**config.mk**
```make
export PLATFORM = sky130hd
export DESIGN_NAME = shift_sequencer_flat
export DESIGN_NICKNAME = d
export VERILOG_FILES = /design/src/rtl/shift_sequencer_pkg.sv /design/src/rtl/shift_sequencer_if.sv /design/src/rtl/shift_sequencer_shift_one_stage.sv /design/src/rtl/shift_sequencer.sv /design/src/flat_wrapper.sv
export SDC_FILE = /design/constraint.sdc
export NUM_CORES = 1
export LEC_CHECK = 0
export ABC_AREA = 1
export CAP_MARGIN = 20
export CORE_MARGIN = 2
export CORE_UTILIZATION = 39
export CTS_BUF_LIST = sky130_fd_sc_hd__clkbuf_8 sky130_fd_sc_hd__clkbuf_16
export DETAILED_ROUTE_END_ITERATION = 12
export MAX_ROUTING_LAYER = met4
export PLACE_DENSITY = 0.64
export RECOVER_POWER = 25
export REMOVE_ABC_BUFFERS = 1
export SLEW_MARGIN = 25
export SYNTH_ARGS = -nofsm -noshare
export SYNTH_HDL_FRONTEND = slang
export SYNTH_HIERARCHICAL = 1
export SYNTH_SLANG_ARGS = --single-unit
export TNS_END_PERCENT = 1
```
**constraint.sdc**
```tcl
create_clock -name clk -period 5 [get_ports clk]
set_clock_uncertainty 0.1 [all_clocks]
set_input_delay 1 -clock clk [delete_from_list [all_inputs] [get_ports clk]]
set_output_delay 1 -clock clk [all_outputs]
set_load 0.01 [all_outputs]
```
**src/rtl/shift_sequencer_pkg.sv**
```systemverilog
// shift_seq_pkg: shared encodings and default sizes for the multi-cycle shift sequencer
package shift_seq_pkg;

    localparam int WIDTH_DEF   = 32;
    localparam int SHAMT_W_DEF = 5;

    localparam logic [1:0] OP_SRL  = 2'b00;
    localparam logic [1:0] OP_SLL  = 2'b01;
    localparam logic [1:0] OP_SRA  = 2'b10;
    localparam logic [1:0] OP_RSVD = 2'b11;

    typedef enum logic [1:0] {
        IDLE  = 2'b00,
        SHIFT = 2'b01,
        DONE  = 2'b10
    } state_t;

endpackage

```
**src/rtl/shift_sequencer_if.sv**
```systemverilog
// shift_sequencer_if: request/response bundle between the R-type decoder, the sequencer and writeback
interface shift_sequencer_if #(
    parameter int WIDTH   = 32,
    parameter int SHAMT_W = 5
);

    logic               start;
    logic [1:0]         op;
    logic [SHAMT_W-1:0] shamt;
    logic [WIDTH-1:0]   data_in;
    logic               busy;
    logic               done;
    logic [WIDTH-1:0]   result;

    modport master (
        output start, op, shamt, data_in,
        input  busy, done, result
    );

    modport slave (
        input  start, op, shamt, data_in,
        output busy, done, result
    );

endinterface

```
**src/rtl/shift_sequencer_shift_one_stage.sv**
```systemverilog
// shift_one_stage: combinational 1-bit shifter (srl/sll/sra) built from mux2to1 cells
import shift_seq_pkg::*;

module mux2to1 (
    input  logic a,
    input  logic b,
    input  logic sel,
    output logic y
);

    assign y = sel ? b : a;

endmodule

module shift_one_stage #(
    parameter int WIDTH = WIDTH_DEF
) (
    input  logic [1:0]       op,
    input  logic [WIDTH-1:0] din,
    output logic [WIDTH-1:0] dout
);

    logic             left;
    logic             fill;
    logic [WIDTH-1:0] rgt;
    logic [WIDTH-1:0] lft;

    // reserved op falls through to the logical-right path
    assign left = op == OP_SLL;

    mux2to1 u_fill (.a(1'b0), .b(din[WIDTH-1]), .sel(op == OP_SRA), .y(fill));

    for (genvar g = 0; g < WIDTH; g++) begin : g_bit
        if (g == WIDTH - 1) begin : g_msb
            assign rgt[g] = fill;
        end else begin : g_rmid
            assign rgt[g] = din[g+1];
        end
        if (g == 0) begin : g_lsb
            assign lft[g] = 1'b0;
        end else begin : g_lmid
            assign lft[g] = din[g-1];
        end
        mux2to1 u_dir (.a(rgt[g]), .b(lft[g]), .sel(left), .y(dout[g]));
    end

endmodule

```
**src/rtl/shift_sequencer.sv**
```systemverilog
// shift_sequencer: serial shift controller applying one 1-bit stage per cycle with start/busy/done handshake
import shift_seq_pkg::*;

module shift_sequencer #(
    parameter int WIDTH   = WIDTH_DEF,
    parameter int SHAMT_W = SHAMT_W_DEF
) (
    input  logic             clk,
    input  logic             reset_n,
    shift_sequencer_if.slave bus
);

    if (SHAMT_W != $clog2(WIDTH)) begin : g_bad_width
        $error("SHAMT_W must equal clog2(WIDTH)");
    end

    state_t             state;
    state_t             state_nx;
    logic [SHAMT_W-1:0] cnt;
    logic [1:0]         op_q;
    logic [WIDTH-1:0]   sreg;
    logic [WIDTH-1:0]   shifted;
    logic [WIDTH-1:0]   result_q;
    logic               accept;
    logic               last;

    shift_one_stage #(.WIDTH(WIDTH)) u_stage (.op(op_q), .din(sreg), .dout(shifted));

    assign accept = state == IDLE && bus.start;
    assign last   = state == SHIFT && cnt == SHAMT_W'(1);

    // state register
    always_ff @(posedge clk or negedge reset_n) begin
        if (!reset_n) state <= IDLE;
        else          state <= state_nx;
    end

    // next-state: zero shift skips straight to DONE; DONE always returns to IDLE
    always_comb begin
        state_nx = IDLE;
        case (state)
            IDLE:    state_nx = bus.start ? ((bus.shamt != '0) ? SHIFT : DONE) : IDLE;
            SHIFT:   state_nx = (cnt == SHAMT_W'(1)) ? DONE : SHIFT;
            default: state_nx = IDLE;
        endcase
    end

    // datapath: capture operands on accept, shift while counting down, publish result entering DONE
    always_ff @(posedge clk or negedge reset_n) begin
        if (!reset_n) begin
            op_q     <= OP_SRL;
            cnt      <= '0;
            sreg     <= '0;
            result_q <= '0;
        end else if (accept) begin
            op_q <= bus.op;
            cnt  <= bus.shamt;
            sreg <= bus.data_in;
            if (bus.shamt == '0) result_q <= bus.data_in;
        end else if (state == SHIFT) begin
            sreg <= shifted;
            cnt  <= cnt - SHAMT_W'(1);
            if (last) result_q <= shifted;
        end
    end

    assign bus.busy   = state != IDLE;
    assign bus.done   = state == DONE;
    assign bus.result = result_q;

endmodule

```
**src/flat_wrapper.sv**
```systemverilog
// flat-port wrapper written by rule: the top's interface ports become plain ports
module shift_sequencer_flat 
#(
    parameter int WIDTH   = WIDTH_DEF,
    parameter int SHAMT_W = SHAMT_W_DEF
)
  (clk, reset_n, bus_start, bus_op, bus_shamt, bus_data_in, bus_busy, bus_done, bus_result);
  shift_sequencer_if #(.WIDTH(WIDTH), .SHAMT_W(SHAMT_W)) bus_i ();
  input  logic clk;
  input  logic reset_n;
  input wire logic [$bits(bus_i.start)-1:0] bus_start;
  input wire logic [$bits(bus_i.op)-1:0] bus_op;
  input wire logic [$bits(bus_i.shamt)-1:0] bus_shamt;
  input wire logic [$bits(bus_i.data_in)-1:0] bus_data_in;
  output wire logic [$bits(bus_i.busy)-1:0] bus_busy;
  output wire logic [$bits(bus_i.done)-1:0] bus_done;
  output wire logic [$bits(bus_i.result)-1:0] bus_result;
  assign bus_i.start = bus_start;
  assign bus_i.op = bus_op;
  assign bus_i.shamt = bus_shamt;
  assign bus_i.data_in = bus_data_in;
  assign bus_busy = bus_i.busy;
  assign bus_done = bus_i.done;
  assign bus_result = bus_i.result;
  shift_sequencer #(.WIDTH(WIDTH), .SHAMT_W(SHAMT_W)) u_core (.clk(clk), .reset_n(reset_n), .bus(bus_i));
endmodule
```
* Word level (Yosys, flattened, before mapping)
Index checks and enable logic that the tools add are counted.
** Storage, ports and cells
- Input bits :: 42
- Logic and storage cells :: 66
- Bits in registers :: 73
- Output and inout bits :: 34
** Cells by class
- $add $sub $neg :: 1
- Eq/ne operators :: 6
- Mux-type cells :: 45
- Reduce and logical (&&, ||, !) cells :: 9
** Operators by type and width (count)
- $mux 32 :: 6
- $mux 1 :: 33
- $mux 5 :: 2
- $mux 2 :: 3
- $reduce_bool 2->1 :: 3
- $eq 5x1->1 const B :: 1
- $logic_not 5->1 :: 1
- $reduce_bool 5->1 :: 1
- $sub 5x1->5 const B :: 1
- $eq 2x1->1 const B :: 2
- $eq 2x2->1 const B :: 2
- $pmux 2 s2 :: 1
- $reduce_and 3->1 :: 1
- $logic_and 1x1->1 :: 2
- $logic_not 2->1 :: 1
- $ne 2x2->1 const B :: 1

* Longest topological paths before layout
- Word-level depth :: 6
- Mapped depth :: 11
- Depth with buffers taken out :: 11

* Hierarchy
Netlist, hierarchy kept.
** By module, submodules not included
- shift_sequencer :: area an instance 3592.2 um^2, seq. area each 1826.8 um^2, times used 1, cells each 460
- mux2to1 :: area an instance 15.0 um^2, seq. area each 0.0 um^2, times used 33, cells each 4
- shift_one_stage :: area an instance 18.8 um^2, seq. area each 0.0 um^2, times used 1, cells each 5

* Worst setup path after synthesis
Ideal clock, no wire load.
- Path kind :: register -> register
- Start :: register u_core.op_q[0]
- End :: register u_core.sreg[1]
- Required time :: 4.777 ns
- Data arrival time :: 2.781 ns
- Path buffers :: 0
- Path slack :: 1.996 ns
- Setup time :: 0.123 ns
- Stages on the path, launching flop included :: 10
- Clock period less this slack :: 3.004 ns
- Path through :: dfrtp_1 inv_1 nor2_1 inv_1 nand2_1 nand2_1 nand2_1 nand2_1 o21ai_0 nand2_1
** Between the ends
- Cells in the longest elaborated chain, start to end :: 4
** Ends and longest elaborated chain
- start: declaration :: RTL line shift_sequencer.sv:20 : logic [1:0] op_q;
- start signal: assignment :: RTL line shift_sequencer.sv:56 : op_q <= bus.op;
- $eq 2x1->1 :: RTL line shift_sequencer_shift_one_stage.sv:29 : assign left = op == OP_SLL;
- via u_core.u_stage.left :: RTL line shift_sequencer_shift_one_stage.sv:23 : logic left;
- $mux 1 :: RTL line shift_sequencer_shift_one_stage.sv:11 : assign y = sel ? b : a;
- via u_core.shifted[1] :: RTL line shift_sequencer.sv:22 : logic [WIDTH-1:0] shifted;
- $mux 32 :: RTL line shift_sequencer.sv:60 : end else if (state == SHIFT) begin
- $mux 32 :: RTL line shift_sequencer.sv:55 : end else if (accept) begin
- end signal: assignment :: RTL line shift_sequencer.sv:58 : sreg <= bus.data_in;
- end signal: assignment :: RTL line shift_sequencer.sv:61 : sreg <= shifted;
- end: declaration :: RTL line shift_sequencer.sv:21 : logic [WIDTH-1:0] sreg;
The timed path passes the listed nets, and every way through them passes these cells. The select of a mux whose other input is x is not followed.
A chain may end at the register's enable or synchronous reset.

* Worst setup path after layout
- Start :: input port bus_start
- End :: register u_core.result_q[8] (netlist: u_core/bus.result[8])
** Between the ends
- Cells in the longest elaborated chain, start to end :: 3
- Elaborated cells on any way between the ends :: 6
- Those cells by class :: eq/ne (1); mux (1); reduce/logical (4)
** Ends and longest elaborated chain
- start: declaration :: RTL line flat_wrapper.sv:11 : input wire logic [$bits(bus_i.start)-1:0] bus_start;
- $logic_and 1x1->1 (*) :: RTL line shift_sequencer.sv:29 : assign accept = state == IDLE && bus.start;
- $ne 2x2->1 (no line) / $reduce_bool 2->1 (equally long branches)
- $reduce_and 3->1 (no line)
- end signal: assignment :: RTL line shift_sequencer.sv:59 : if (bus.shamt == '0) result_q <= bus.data_in;
- end signal: assignment :: RTL line shift_sequencer.sv:63 : if (last) result_q <= shifted;
- end: declaration :: RTL line shift_sequencer.sv:23 : logic [WIDTH-1:0] result_q;
Every way passes the cells marked *; elsewhere a longest branch is shown, timed or not.

==> flow_metrics.env <==
export IMPL_status="complete, no violations"
export IMPL_ys_warn_count=6
export IMPL_p_sw_share_pct=42.0
export IMPL_vias=3978
export IMPL_hold_start="u_core/bus.result[12]"
export IMPL_async_flop_share_pct=100
export IMPL_area_delta_synth_final_pct=25.4
export IMPL_cts_hold_fix_buffers=0
export IMPL_viasPerCell=4.99
export IMPL_root_buffer="clkbuf_8"
export IMPL_startpoint_type="input port"
export IMPL_cp_max_fo=40
export IMPL_yosys_cell_count_top_type="nand2_1"
export IMPL_drv_slew=0
export IMPL_antenna_cells=0
export IMPL_whs_path_depth=2
export IMPL_slew_headroom_pct=39.3
export IMPL_final_cells=797
export IMPL_grt_pass1_vias=3961
export IMPL_cp_slowest_cell="nand2_2"
export IMPL_multiInputGateArea_sq_um=1930
export IMPL_r2r_end="u_core/bus.result[8]"
export IMPL_netlist_area_leader_share_pct=44.5
export IMPL_start_util_pct=40.0
export IMPL_clockBufferDepth=2
export IMPL_antenna_found_initial=0
export IMPL_synth_area_leaders="dfrtp_1 44%, nand2_1 26%, nand3_1 12%"
export IMPL_tns_ps=0
export IMPL_chipWidth_microns=107
export IMPL_ant_nets=0
export IMPL_finalCritPeriodShare_pct=65.8
export IMPL_intPower_w=0.00180
export IMPL_dpl_hpwl_microns=6410
export IMPL_gp_congestion=0.789
export IMPL_num_fill_cells=1051
export IMPL_grt_pass1_wl_microns=18900
export IMPL_syn_avg_cell_area_sq_um=6.88
export IMPL_hold_viol=0
export IMPL_crit_required_ps=5140
export IMPL_ys_seq_elements=73
export IMPL_die_area_sq_um=11400
export IMPL_synth_top_area_cell="dfrtp_1"
export IMPL_post_cts_resized=0
export IMPL_io_buffers=75
export IMPL_synthTopCellsByCount="285 x nand2_1, 101 x nand3_1, 73 x dfrtp_1, 46 x inv_1, 20 x o21ai_0"
export IMPL_cap_viol_max_count=0
export IMPL_crit_type="in -> reg"
export IMPL_p_total_w=0.00311
export IMPL_crit_arrival_ps=3430
export IMPL_final_setup_viol_count=0
export IMPL_critPathCaptureType="flop"
export IMPL_postRouteWirelength_microns=11000
export IMPL_min_path_type="reg -> reg"
export IMPL_netlist_area_sq_um=4110
export IMPL_first_pass_iters=5
export IMPL_cp_common_cell="nand2_2"
export IMPL_crit_buf_inv=3
export IMPL_fp_row_count=37
export IMPL_rsz0062_at_grt="no"
export IMPL_post_cts_buffers=0
export IMPL_dp_cells=781
export IMPL_p_sw_w=0.00130
export IMPL_core_area_sq_um=10300
export IMPL_wire_per_inst_microns=13.8
export IMPL_tightest_slew_ps=909
export IMPL_drive_above_1_share_pct=4.69
export IMPL_timing_final_crit_period_ps=3290
export IMPL_min_to="u_core/bus.result[12]"
export IMPL_cts_buffers=9
export IMPL_die_h_microns=107
export IMPL_p_comb_share_pct=48.8
export IMPL_utilization_pct=50.1
export IMPL_synth_top_flop_cell="dfrtp_1"
export IMPL_p_leak_nw=2.69
export IMPL_worstPathCellList="clkdlybuf4s50_1 -> buf_4 -> nand2_2 -> inv_2 -> nand2_2 -> nand3_1 -> nand2_1"
export IMPL_postSynthCellCount=597
export IMPL_r2r_cells=6
export IMPL_worst_skew_pair_late_latency_ps=340
export IMPL_cpPeakStageDelay_ps=600
export IMPL_timing_fmax_mhz=304
export IMPL_yosysSeqAreaShare_pct=44.5
export IMPL_r2r_start="u_core/state[0]"
export IMPL_finalWorstSetupSlack_ps=1710
export IMPL_cts_tree="yes"
export IMPL_ios=76
export IMPL_max_vdd_ir_drop_mv=0.346
export IMPL_drc=0
export IMPL_ys_types=22
export IMPL_cpLargestDelayFamily="buffers and inverters"
export IMPL_grt_overflow_total=0
export IMPL_drtIter0Drc=292
export IMPL_register_area_sq_um=1830
export IMPL_track_usage_pct=21.2
export IMPL_power_density_nw_per_um2=604
export IMPL_rrSetupSlack_ps=1990
export IMPL_seqPwrFrac_pct=33.0
export IMPL_nets=700
export IMPL_numClockSinks=73
export IMPL_synth_edff_count=0
export IMPL_clk_pin_slew_ps=80
export IMPL_place_ws_ps=1340
export IMPL_grt_start_max_net_pins=74
export IMPL_htreeDepth=3
export IMPL_clock_power_share_pct=18.2
## per-layer routing
metal / GRT usage [%] / part of all wire, % / vias to the layer above
li1: - / - / 1992
met1: 27.6 / 46 / 1828
met2: 33.8 / 46 / 145
met3: 4.13 / 6.7 / 13
met4: 6.31 / 1.4 / 0
met5: - / 0 / -
## registers in the layout (all words and copies together) (netlist names)
name / cells
u_core/bus.result: 32
u_core/sreg: 32
u_core/state: 2
u_core/op_q: 2
u_core/cnt: 5
## cell type report
| class | instances | share of cell area, % |
|---|---|---|
| clock inverter | 6 | 2.07 |
| inverter | 48 | 3.50 |
| tap | 136 | 3.30 |
| timing repair buffer | 80 | 15.6 |
| sequential | 73 | 35.5 |
| clock buffer | 10 | 2.67 |
| multi-input combinational | 444 | 37.4 |
## worst reg2reg max path: cells and delay by family (launching register included)
| family | cells | cell delay (ps) |
|---|---|---|
| simple gates | 5 | 1800 |
| buf+inv | 1 | 560 |
| flops | 1 | 460 |
## through the flow
| stage | hold WS [ps] | cell area (sq um) |
|---|---|---|
| floorplan | 349 | 3920 |
| global placement | 366 | 4880 |
| detailed placement | 381 | 4900 |
| CTS | 401 | 5140 |
| global route | 439 | 5150 |
| finish | 411 | 5150 |
## power by group through the flow
stage	combinational (W)	clock (W)	sequential [W]
2_1_floorplan	0.000880	0	0.00106
3_3_place_gp	0.00147	0	0.00103
3_5_place_dp	0.00151	0	0.00103
4_1_cts	0.00152	0.000584	0.00102
5_1_grt	0.00173	0.000604	0.00106
6_report	0.00152	0.000567	0.00103
## cells by family (layout without fill, tap and decap cells)
| kind of cell | after synthesis | after routing | share of synthesized area (%) |
|---|---|---|---|
| buffers and inverters | 81 | 144 | 8.96 |
| xor gates and xnor gates | 1 | 1 | 0.213 |
| and+or+nand+nor | 401 | 401 | 40.7 |
| DFF | 73 | 73 | 44.5 |
| AOI/OAI and AO/OA | 38 | 38 | 4.97 |
| adders and majority gates | 2 | 2 | 0.609 |
| other | 1 | 2 | 0.0913 |
## worst max path at each step
| stage | endpoint | cells past startpoint | from | slack, ps |
|---|---|---|---|---|
| 2_1_floorplan | u_core/bus.result[10] | 9 | u_core/op_q[0] | 1960 |
| 5_1_grt | u_core/bus.result[2] | 7 | bus_start | 1490 |
| 6_report | u_core/bus.result[8] | 7 | bus_start | 1710 |
| 4_1_cts | u_core/bus.result[1] | 7 | bus_start | 1710 |
| 3_3_place_gp | u_core/bus.result[22] | 7 | bus_start | 1020 |
| 3_5_place_dp | u_core/bus.result[1] | 7 | bus_start | 1340 |
## layout by cell type, fill, tap and decap left out, types with 3 or more instances in the layout
master           instances
nand2_1                284
nand3_1                101
clkdlybuf4s50_1         74
dfrtp_1                 73
inv_1                   47
o21ai_0                 20
o21ai_1                 13
clkbuf_8                10
nor2_1                   9
buf_4                    4
bufinv_16                3
nor2_4                   3
o211ai_1                 3
No activity file was read; power rests on OpenSTA's default activity.
